==> src/rtl/bus_arbiter_rr.sv <==
// Round-robin system bus arbiter: one-hot registered grant, transaction framing,
// begin timeout and transaction watchdog with forced termination on the owner's behalf.
module bus_arbiter_rr #(
  parameter int nrOfMasters    = 4,
  parameter int beginTimeout   = 16,
  parameter int watchdogCycles = 4096
) (
  input  logic                   clock,
  input  logic                   reset,
  input  logic [nrOfMasters-1:0] requestBus,
  output logic [nrOfMasters-1:0] busGrant,
  input  logic                   beginTransactionIn,
  input  logic                   endTransactionIn,
  input  logic                   busErrorIn,
  output logic                   endTransactionOut,
  output logic                   busErrorOut,
  output logic [2:0]             activeMaster,
  output logic                   busIdle
);

  localparam int BW = $clog2(beginTimeout + 1);
  localparam int WW = $clog2(watchdogCycles + 1);
  localparam logic [BW-1:0] BEG_LAST = BW'(beginTimeout - 1);
  localparam logic [WW-1:0] WD_LAST  = WW'(watchdogCycles - 1);
  localparam logic [2:0]    PTR_RST  = 3'(nrOfMasters - 1);

  typedef enum logic [2:0] {IDLE, GRANT, BUSY, FORCE_END, TURNAROUND} state_e;

  state_e                 state_q, state_d;
  logic [nrOfMasters-1:0] grant_q, grant_d;
  logic [2:0]             ptr_q, ptr_d;
  logic [BW-1:0]          begCnt_q, begCnt_d;
  logic [WW-1:0]          wdCnt_q, wdCnt_d;
  logic                   endOut_q, endOut_d;
  logic                   errOut_q, errOut_d;

  // Slave bus errors are reported elsewhere; the arbiter only observes framing.
  logic unusedBusError;
  assign unusedBusError = busErrorIn;

  // Round-robin pick: lowest requester above the pointer wins, else lowest at/below it.
  logic [2:0]             sel;
  logic [nrOfMasters-1:0] selOh;
  always_comb begin
    sel   = ptr_q;
    selOh = '0;
    for (int j = nrOfMasters - 1; j >= 0; j--) begin
      if (requestBus[j] && (3'(j) <= ptr_q)) begin
        sel      = 3'(j);
        selOh    = '0;
        selOh[j] = 1'b1;
      end
    end
    for (int j = nrOfMasters - 1; j >= 0; j--) begin
      if (requestBus[j] && (3'(j) > ptr_q)) begin
        sel      = 3'(j);
        selOh    = '0;
        selOh[j] = 1'b1;
      end
    end
  end

  always_comb begin
    state_d  = state_q;
    grant_d  = grant_q;
    ptr_d    = ptr_q;
    begCnt_d = begCnt_q;
    wdCnt_d  = wdCnt_q;
    endOut_d = 1'b0;
    errOut_d = 1'b0;
    case (state_q)
      IDLE: begin
        if (|requestBus) begin
          grant_d  = selOh;
          ptr_d    = sel;
          begCnt_d = '0;
          state_d  = GRANT;
        end
      end
      GRANT: begin
        if (beginTransactionIn) begin
          wdCnt_d = '0;
          state_d = BUSY;
        end else if (begCnt_q == BEG_LAST) begin
          grant_d  = '0;
          errOut_d = 1'b1;
          state_d  = TURNAROUND;
        end else if (begCnt_q != '1) begin
          begCnt_d = begCnt_q + 1'b1;
        end
      end
      BUSY: begin
        // A genuine end on the expiry cycle takes priority over the watchdog.
        if (endTransactionIn) begin
          grant_d = '0;
          state_d = TURNAROUND;
        end else if (wdCnt_q == WD_LAST) begin
          grant_d  = '0;
          endOut_d = 1'b1;
          errOut_d = 1'b1;
          state_d  = FORCE_END;
        end else if (wdCnt_q != '1) begin
          wdCnt_d = wdCnt_q + 1'b1;
        end
      end
      FORCE_END:  state_d = TURNAROUND;
      TURNAROUND: state_d = IDLE;
      default:    state_d = IDLE;
    endcase
  end

  always_ff @(posedge clock or posedge reset) begin
    if (reset) begin
      state_q  <= IDLE;
      grant_q  <= '0;
      ptr_q    <= PTR_RST;
      begCnt_q <= '0;
      wdCnt_q  <= '0;
      endOut_q <= 1'b0;
      errOut_q <= 1'b0;
    end else begin
      state_q  <= state_d;
      grant_q  <= grant_d;
      ptr_q    <= ptr_d;
      begCnt_q <= begCnt_d;
      wdCnt_q  <= wdCnt_d;
      endOut_q <= endOut_d;
      errOut_q <= errOut_d;
    end
  end

  assign busGrant          = grant_q;
  assign endTransactionOut = endOut_q;
  assign busErrorOut       = errOut_q;
  assign activeMaster      = ptr_q;
  assign busIdle           = (state_q == IDLE);

endmodule
==> config.mk <==
export PLATFORM = sky130hd
export DESIGN_NAME = bus_arbiter_rr
export DESIGN_NICKNAME = d
export VERILOG_FILES = /design/src/rtl/bus_arbiter_rr.sv
export SDC_FILE = /design/constraint.sdc
export NUM_CORES = 1
export LEC_CHECK = 0
export ABC_AREA = 1
export BUFFER_PORTS_ARGS = -buffer_cell sky130_fd_sc_hd__buf_2
export CAP_MARGIN = 20
export CORE_MARGIN = 4
export CORE_UTILIZATION = 37
export DETAILED_ROUTE_END_ITERATION = 6
export GPL_ROUTABILITY_DRIVEN = 0
export MAX_ROUTING_LAYER = met4
export PLACE_DENSITY_LB_ADDON = 0.05
export SLEW_MARGIN = 20
export SYNTH_ARGS = -nofsm -noshare
export SYNTH_HDL_FRONTEND = slang
export SYNTH_SLANG_ARGS = --single-unit
export TNS_END_PERCENT = 10
==> constraint.sdc <==
create_clock -name clock -period 3.01 [get_ports clock]
set_input_delay 0.301 -clock clock [delete_from_list [all_inputs] [get_ports clock]]
set_output_delay 0.301 -clock clock [all_outputs]
set_load 0.005 [all_outputs]
Yosys cells after proc, flatten, opt, wreduce, memory -nomap -nowiden

Cells that the tools add are included.

Flip-flop bits (word level): 30
Input bits: 9
Logic and storage cells: 98

Add/subtract/negate cells: 2
Order comparisons: 8
Eq/ne operators: 18
Muxes and demuxes: 44
Reductions and logical operators: 19

Operators with widths:

| cell                  | count |
|---|---|
| $mux 13               | 4 |
| $mux 4                | 13 |
| $mux 3                | 13 |
| $pmux 13 s2           | 1 |
| $mux 5                | 4 |
| $ne 2x2->1 const B    | 8 |
| $reduce_and 5->1      | 3 |
| $add 13x1->13 const B | 1 |
| $eq 13x12->1 const B  | 1 |
| $ne 13x13->1 const B  | 1 |
| $pmux 3 s4            | 1 |
| $pmux 4 s3            | 1 |
| $pmux 5 s2            | 1 |
| $logic_and 1x1->1     | 8 |
| $reduce_bool 8->1     | 1 |
| $eq 3x2->1 const B    | 2 |
| $gt 1x3->1 const A    | 2 |
| $gt 2x3->1 const A    | 2 |
| $le 1x3->1 const A    | 2 |
| $le 2x3->1 const A    | 2 |
| $ne 3x3->1 const B    | 2 |
| $reduce_and 3->1      | 2 |
| $add 5x1->5 const B   | 1 |
| $eq 5x4->1 const B    | 1 |
| 9 further kinds       | 14 |

Depth between registers and ports, before layout

Gate-level depths: netlist of the first run.

Depth in word-level cells: 12
Mapped depth: 10

Worst setup path before layout of the first run

OpenSTA, ideal clock, no wires.

Kind: register to register
Start point: reg begCnt_q[0]
End point: reg grant_q[3], in the netlist busGrant[3]
Setup time: 0.118 ns
Data arrival time: 1.404 ns
Required time: 2.892 ns
Setup slack: 1.489 ns
Cell stages (with the launch flop): 10
Buffers on the path: 0
Path through: dfrtp_1 ha_1 nand2_1 nor2_1 ha_1 o21ai_0 nor2_1 nand2_1 nand2_1 nand2_1

Word-level cells in the longest chain between the ends: 3

RTL lines:

| item                              | RTL line | RTL |
|---|---|---|
| from (decl)                       | 32       | `logic [BW-1:0] begCnt_q, begCnt_d;` |
| from (signal assigned)            | 125      | `begCnt_q <= begCnt_d;` |
| $eq 5x4->1                        | 84       | `end else if (begCnt_q == BEG_LAST) begin` |
| $ne 2x2->1 (no source line)       | -        |  |
| $reduce_and 5->1 (no source line) | -        |  |
| to (signal assigned)              | 123      | `grant_q <= grant_d;` |
| to (decl)                         | 30       | `logic [nrOfMasters-1:0] grant_q, grant_d;` |

No other way between the ends.
A chain may end at the register's enable or synchronous reset.

Final worst setup path of the first run

Same ends and word-level chain as after synthesis.

==> results.md, run 1 <==
- The flow ran to the end, and the final reports show no timing, DRC or antenna violations.
- The critical path in this run is classified as flop to flop.
- The clock tree synthesis step divided the H-tree into 2 levels.
- Averaged over all synthesized cells, the footprint is 7.31 sq um.
- Across the routed clock network, the largest skew measured is 0.00608 ns.
- The sequential cell area is 728 sq um.
- The initialized floorplan defines 25 standard-cell rows.
- In this run the worst hold path is classified as input port to async pin.
- The tool flagged a number of max-cap violations equal to 0.
- The peak fanout along the critical path is 5.
- The via count of the first global-routing pass is 1420.
- The kind of launch point of the worst setup path is a flop.
- Setup repair after global routing left no endpoint under its margin.
- The first global-routing pass estimated 6560 microns of wire.
- The initial antenna violation count is 0.
- For this design the static power due to leakage is 0.000999 uW.
- Relative to the synthesized area, the layout overhead comes to 12.5%.
- CTS saw 29 sinks.
- Of the synthesized area, sequential elements account for 0.408.
- Yosys printed 0 warnings.
- The number of failing hold endpoints at the final stage is 0.
- Leaving out fill and tap cells, the most frequent cells in the layout are sky130_fd_sc_hd__nand2_1, sky130_fd_sc_hd__inv_1, sky130_fd_sc_hd__nor2_1, sky130_fd_sc_hd__nand3_1, sky130_fd_sc_hd__dfrtp_1.
- In the final layout, the multi-input gates occupy 906 sq um.
- The number of instances in the synthesized netlist is 244.
- The vertical die dimension is 77.4 microns.
- The starting density of the core is 0.380.
- The final antenna-violating net count is 0.
- TritonCTS built the clock tree.
- The predominant post-synthesis flop cell is sky130_fd_sc_hd__dfrtp_1.
- The count of endpoints failing setup in the final report is 0.
- The pre-antenna-repair detailed-routing pass consisted of 4 iterations.
- The number of buffers on the longest clock path is 2.
- In this run the tool buffered the top-level ports with 16 buffer cells.
- Buffers added to address setup during post-CTS repair amount to 0.
- Across every metal layer, demand over resource in global routing totals 0.141.
- Once layout is complete, the utilization of the core stands at 0.428.
- Dividing the detail-routed wire length by the instance count gives 11.6 microns.
- Dividing the detail-routed via count by the number of cells gives 4.74.
- The number of DRC violations after detailed routing is 0.
- The number of buffers created by CTS is 5.
- In this run, synthesis produced a sequential element count of 29.
- The later pin in the worst-skew pair is clocked with a latency of 0.28 ns.
- After clock tree synthesis, the flow added hold-fix buffers numbering 0.
- The most common library cell in the layout ignoring fill and taps is sky130_fd_sc_hd__nand2_1.
- The final cycle utilization of the critical path is 0.582.
- Subtracting the final worst setup slack from the clock period gives 1.75 ns.
- Derived from the worst setup path, the maximum achievable clock frequency is 571 MHz.
- Counting distinct cell types in the post-synthesis netlist gives 30.
- After clock tree synthesis, the clock-pin slew on the worst setup and hold paths is 0.07 ns.
- The half-perimeter wire length after detailed placement is 2830 microns.
- The synthesized cell area is 1780 sq um.
- The net count of the mapped netlist is 257.
- The I/O pin count is 19.
- The setup TNS is 0 ns.
- In the synthesized netlist the async set-or-reset flop fraction comes to 1.00.
- Across all layers, the routed design uses 1516 vias.
- The max-slew violation count is 0.
- The layout cell share with drive strength beyond 1 is 0.162.
- CTS placed an instance of sky130_fd_sc_hd__clkbuf_8 at the clock tree root.
- The placeable core region is 4690 sq um.
- For this block, the initial DRC count from the detailed router was 59.
- The number of enable flip-flop cells after synthesis is 0.
- VDD sags by at most 0.000348 V.
- Data on the critical path arrives at its endpoint at 1.92 ns.
- STA puts the critical path data required time at 3.17 ns.
- The total overflow left after global routing is 0.
- The repair_antennas step left the layout with diodes totalling 0.
- The die area is 6000 sq um.
- Dividing total power by cell area gives a power density of 717 nW/um^2.
- The largest net degree at the start of global routing is 30.
- The filler cells instantiated in the layout total 498.
- The final net count is 278.
- STA classifies the critical path endpoint as a flop.
- The number of gates resized after CTS is 0.
- The post-detailed-routing wire length is 3710 microns.
- Measured along the x axis, the die boundary spans 77.4 microns.
-- worst max-delay path, cell delays in order, from the launching register on --
cell	delay, ns
sky130_fd_sc_hd__dfrtp_1	0.38
sky130_fd_sc_hd__ha_1	0.17
sky130_fd_sc_hd__nand2_1	0.07
sky130_fd_sc_hd__nor2_1	0.13
sky130_fd_sc_hd__ha_1	0.18
sky130_fd_sc_hd__o21ai_0	0.10
sky130_fd_sc_hd__nor2_1	0.29
sky130_fd_sc_hd__nand2_1	0.17
sky130_fd_sc_hd__nand2_1	0.09
sky130_fd_sc_hd__nand2_1	0.05
-- registers in the layout (all words and copies together) (netlist names) --
| name | count |
|---|---|
| state_q | 3 |
| wdCnt_q | 13 |
| activeMaster | 2 |
| busGrant | 4 |
| busErrorOut | 1 |
| endTransactionOut | 1 |
| begCnt_q | 5 |
-- power breakdown --
| group | switching, uW | total (uW) | internal [uW] |
|---|---|---|---|
| clock | 150 | 357 | 206 |
| sequential | 67.1 | 535 | 468 |
| combinational | 380 | 547 | 168 |
-- cell type report --
class	instances	area share
sequential	29	0.363
clock inverter	1	0.00249
timing repair buffer	17	0.0436
clock buffer	7	0.0480
multi-input combinational	181	0.451
tap	54	0.0337
inverter	31	0.0580
-- synth_stat cells (2+ instances only) --
master	count	area [sq um]
sky130_fd_sc_hd__xor2_1	6	52.6
sky130_fd_sc_hd__nand4_1	6	37.5
sky130_fd_sc_hd__a21oi_1	4	20.0
sky130_fd_sc_hd__dfstp_2	2	52.6
sky130_fd_sc_hd__nand2_1	67	251
sky130_fd_sc_hd__inv_1	30	113
sky130_fd_sc_hd__dfrtp_1	27	676
sky130_fd_sc_hd__nand2_2	5	31.3
sky130_fd_sc_hd__o21ai_0	14	70.1
sky130_fd_sc_hd__nand3_1	27	135
sky130_fd_sc_hd__o21ai_2	4	35.0
sky130_fd_sc_hd__nor2_1	29	109
sky130_fd_sc_hd__ha_1	4	50.1
sky130_fd_sc_hd__nor2_2	2	12.5
sky130_fd_sc_hd__nand3b_1	2	15.0
-- cells by family (layout without fill, tap and decap cells) --
logic type	Yosys count	in the layout	share of synthesized area
compound gates	26	26	0.0856
xor+xnor	6	6	0.0295
fa+ha+maj	4	4	0.0281
buf+inv	34	56	0.0841
flops	29	29	0.408
mux	1	1	0.00561
other cells	1	1	0.00210
simple gates	143	143	0.357
-- metal layers --
layer  share of wire  global-route usage  routed length [microns]  vias up
met2            0.42               0.205                     1550       20
li1                -                   -                        -      824
met1            0.54               0.190                     2020      670
met5               0                   -                        0        -
met4          0.0067              0.0427                       25        0
met3           0.031              0.0394                      115        2
-- path summary, 6_finish.rpt --
path / startpoint / end / slack, ns / cells after the start
worst max register to register: begCnt_q[0] / busGrant[3] / 1.26 / 9
max in group asynchronous: reset / activeMaster[0] / 2.62 / 3
min in group clock: endTransactionIn / endTransactionOut / 0.36 / 4
worst min-delay path: reset / begCnt_q[2] / 0.08 / 3
worst max-delay path: begCnt_q[0] / busGrant[3] / 1.26 / 9
worst min register to register: busGrant[1] / busGrant[1] / 0.47 / 2
-- metrics by stage --
stage | setup slack [ns] | hold WS, ns | cell area, sq um | instances | power [uW]
5_1_grt | 0.980 | 0.119 | 2010 | 320 | 1580
6_report | 1.26 | 0.0804 | 2010 | 320 | 1440
2_1_floorplan | 1.49 | 0.378 | 1780 | 244 | 980
3_3_place_gp | 1.27 | 0.400 | 1910 | 312 | 1110
3_5_place_dp | 1.26 | 0.395 | 1910 | 312 | 1100
4_1_cts | 1.24 | 0.0915 | 2010 | 320 | 1460
(Power assumes the default switching activity.)
==> inputs of run 2 (changes only) <==
- clock period: 3.01 -> 1.5 ns (I/O delays scaled with it)
==> run 2 against run 1 <==
Against the previous run:
- the flow now finishes with violations (setup timing)
- routed wire length rose by 9.2%
- hold slack improved by 0.13 ns
- sequential cell count did not move
- global-route usage rose by 1.7 points
- maximum frequency rose by 10%
==> results.md, run 2 (synthesis results as in run 1) <==
- The run finished, with violations left.
- The final reports fail on setup timing.
- The starting density of the core is 0.380 (unchanged).
- The number of buffers created by CTS is 5 (unchanged).
- Setup repair after global routing could not meet its margin everywhere.
- The final cycle utilization of the critical path came to 1.06 (+0.477).
- The internal power contribution is 1990 uW (+140%).
- The placeable core region is 4690 sq um (unchanged).
- The area growth from synthesis to layout is 31.2%.
- The max-slew violation count is 0 (unchanged).
- The critical path ends at begCnt_q[0].
- The core utilization of the finished layout is 0.499 (+0.0712).
- The count of filler cells inserted in the layout is 471 (-5.4%).
- The library cells used most frequently in the layout, excluding fill and tap cells, are sky130_fd_sc_hd__nand2_1, sky130_fd_sc_hd__buf_4, sky130_fd_sc_hd__inv_1, sky130_fd_sc_hd__dfrtp_1, sky130_fd_sc_hd__nand3_1.
- The peak fanout along the critical path came to 6 (+1).
- The largest register by flop count is wdCnt_q.
- The area occupied by multi-input gates is 962 sq um (+6.2%).
- The total global routing track utilization came to 0.157 (+0.0165).
- The power density over the cells is 1420 nW/um^2 (+98%).
- TritonCTS built the clock tree.
- The number of inserted diodes was 0 (unchanged).
- The origin of the critical flop-to-flop path is begCnt_q[0].
- The count of input and output buffers is 16 (unchanged).
- The initial antenna violation count was 0 (unchanged).
- The number of clock sinks seen by CTS came to 29 (unchanged).
- The count of endpoints failing setup in the final report is 7 (+7).
- The worst-case vdd ir drop is 0.000615 V (+77%).
- The most common library cell in the layout ignoring fill and taps is sky130_fd_sc_hd__nand2_1.
- The type of the setup path with the least slack is flop to flop.
- The sequential cell area came to 728 sq um (unchanged).
- The die area is 6000 sq um (unchanged).
- The post-route worst setup slack came to -0.0887 ns (-1.35 ns).
- The smallest hold slack is 0.206 ns (+0.125 ns).
- The switching share of total power is 0.402 (-0.0126).
- The first-pass GRT wire length is 7330 microns (+12%).
- The post-detailed-routing wire length is 4050 microns (+9.2%).
- The minimum setup slack among reg-to-reg paths was -0.09 ns (-1.35 ns).
- The buffers inserted during post-CTS setup optimization is 0 (unchanged).
- The fmax is 629 MHz (+10%).
- The number of buffers on the longest clock path came to 2 (unchanged).
- The overall die width came to 77.4 microns (unchanged).
- The clock skew is 0.00191 ns (-0.00418 ns).
- The row count is 25 (unchanged).
- The critical path startpoint is begCnt_q[0].
- The data arrival time at the worst-slack endpoint came to 1.75 ns (-0.17 ns).
- The via total after detailed routing is 1686 (+11%).
- The clock transition at the registers of the reported paths was 0.07 ns (about the same).
- The count of H-tree levels built during CTS is 2 (unchanged).
- The number of maximum-capacitance constraint violations is 0 (unchanged).
- The total grt overflow is 0 (unchanged).
- The leakage power total is 0.00118 uW (+18%).
- The share of total power in the clock network is 0.223 (-0.025).
- The required arrival time at the worst endpoint was 1.66 ns (-1.51 ns).
- The net switching power is 1340 uW (+120%).
- The DRC violation total after the first TritonRoute iteration is 52 (-12%).
- The via count normalized by instance count was 4.75 (+0.25%).
- The root buffer cell is sky130_fd_sc_hd__clkbuf_8.
- The worst register-to-register path ends at begCnt_q[0].
- The number of failing hold endpoints at the final stage is 0 (unchanged).
- The minimum period implied by the final worst setup slack is 1.59 ns (-0.162 ns).
- The depth of the worst register-to-register path was 8 (-1).
- The share of power burned in registers is 0.312 (-0.060).
- The path class of the tightest hold or removal check is input port to flop.
- The clock network latency to the later pin of the worst-skew pair is 0.29 ns (about the same).
- The part of the power in combinational logic came to 0.464 (+0.084).
- The final antenna-violating net count was 0 (unchanged).
- The final net count is 313 (+13%).
- The first-pass detailed-route iteration total was 4 (unchanged).
- The number of DRC violations after detailed routing was 0 (unchanged).
- The layout cell share with drive strength beyond 1 is 0.292 (+0.131).
- The half-perimeter wire length after detailed placement is 3040 microns (+7.3%).
- The via count of the first global-routing pass came to 1665 (+17%).
- STA classifies the critical path endpoint as a flop.
- The I/O pin count is 19 (unchanged).
- The vertical die dimension is 77.4 microns (unchanged).
- The largest net degree at the start of global routing was 30 (unchanged).
- The flip-flop count of the largest register after layout is 13 (unchanged).
- The average routed wire per standard cell is 11.4 microns (-1.5%).
- The worst setup path is launched from a flop.
- The pre-CTS setup slack was -0.132 ns (-1.39 ns).
run 2: cell type report:
class                           count  share of cell area
Multi-Input combinational cell    181               0.411
Inverter                           31              0.0497
Timing Repair Buffer               52               0.156
Sequential cell                    29               0.311
Clock buffer                        7              0.0412
Tap cell                           54              0.0289
Clock inverter                      1             0.00214
run 2: power groups by stage:
stage	combinational (uW)	clock (uW)	sequential, uW
after floorplan	901	0	1070
after global placement	1510	0	1040
after detailed placement	1500	0	1040
after CTS	1540	771	1030
after global routing	1750	811	1060
final	1540	743	1040
run 2: how the worst min path moves through the flow:
stage / start / end / slack (ns) / cells after the start
global placement: reset / wdCnt_q[4] / 0.20 / 3
finish: beginTransactionIn / wdCnt_q[12] / 0.21 / 4
global route: beginTransactionIn / wdCnt_q[12] / 0.24 / 4
CTS: beginTransactionIn / wdCnt_q[12] / 0.20 / 4
floorplan: reset / begCnt_q[0] / 0.23 / 1
detailed placement: reset / begCnt_q[2] / 0.20 / 3
run 2: what timing repair did:
action | in CTS | in global routing
pin swaps | 3 | 8
endpoints found under the hold margin | 27 | 0
cloned | 0 | 0
hold buffers | 1 | 0
endpoints found under the setup margin | 11 | 23
gates resized for setup | 8 | 11
run 2: metal layers:
layer	wire, microns	track usage
met5	0	-
met4	62	0.0587
met3	159	0.0371
met2	1750	0.239
met1	2080	0.203
run 2: per-stage QoR:
| step | power, uW | TNS, ns | std cells | area [sq um] |
|---|---|---|---|---|
| after global routing | 3630 | -1.75 | 355 | 2340 |
| after global placement | 2550 | -0.531 | 346 | 2180 |
| after detailed placement | 2540 | -0.784 | 346 | 2180 |
| after CTS | 3340 | -0.326 | 355 | 2310 |
| after floorplan | 1970 | -0.00504 | 244 | 1790 |
| final | 3320 | -0.362 | 355 | 2340 |
run 2: critical path: stages, from the launching register on:
cell,delay [ns]
sky130_fd_sc_hd__dfrtp_1,0.38
sky130_fd_sc_hd__ha_2,0.19
sky130_fd_sc_hd__nand2_2,0.09
sky130_fd_sc_hd__nor2_4,0.05
sky130_fd_sc_hd__ha_4,0.16
sky130_fd_sc_hd__inv_2,0.05
sky130_fd_sc_hd__nand4_1,0.24
sky130_fd_sc_hd__nand2_2,0.21
sky130_fd_sc_hd__mux2i_1,0.09
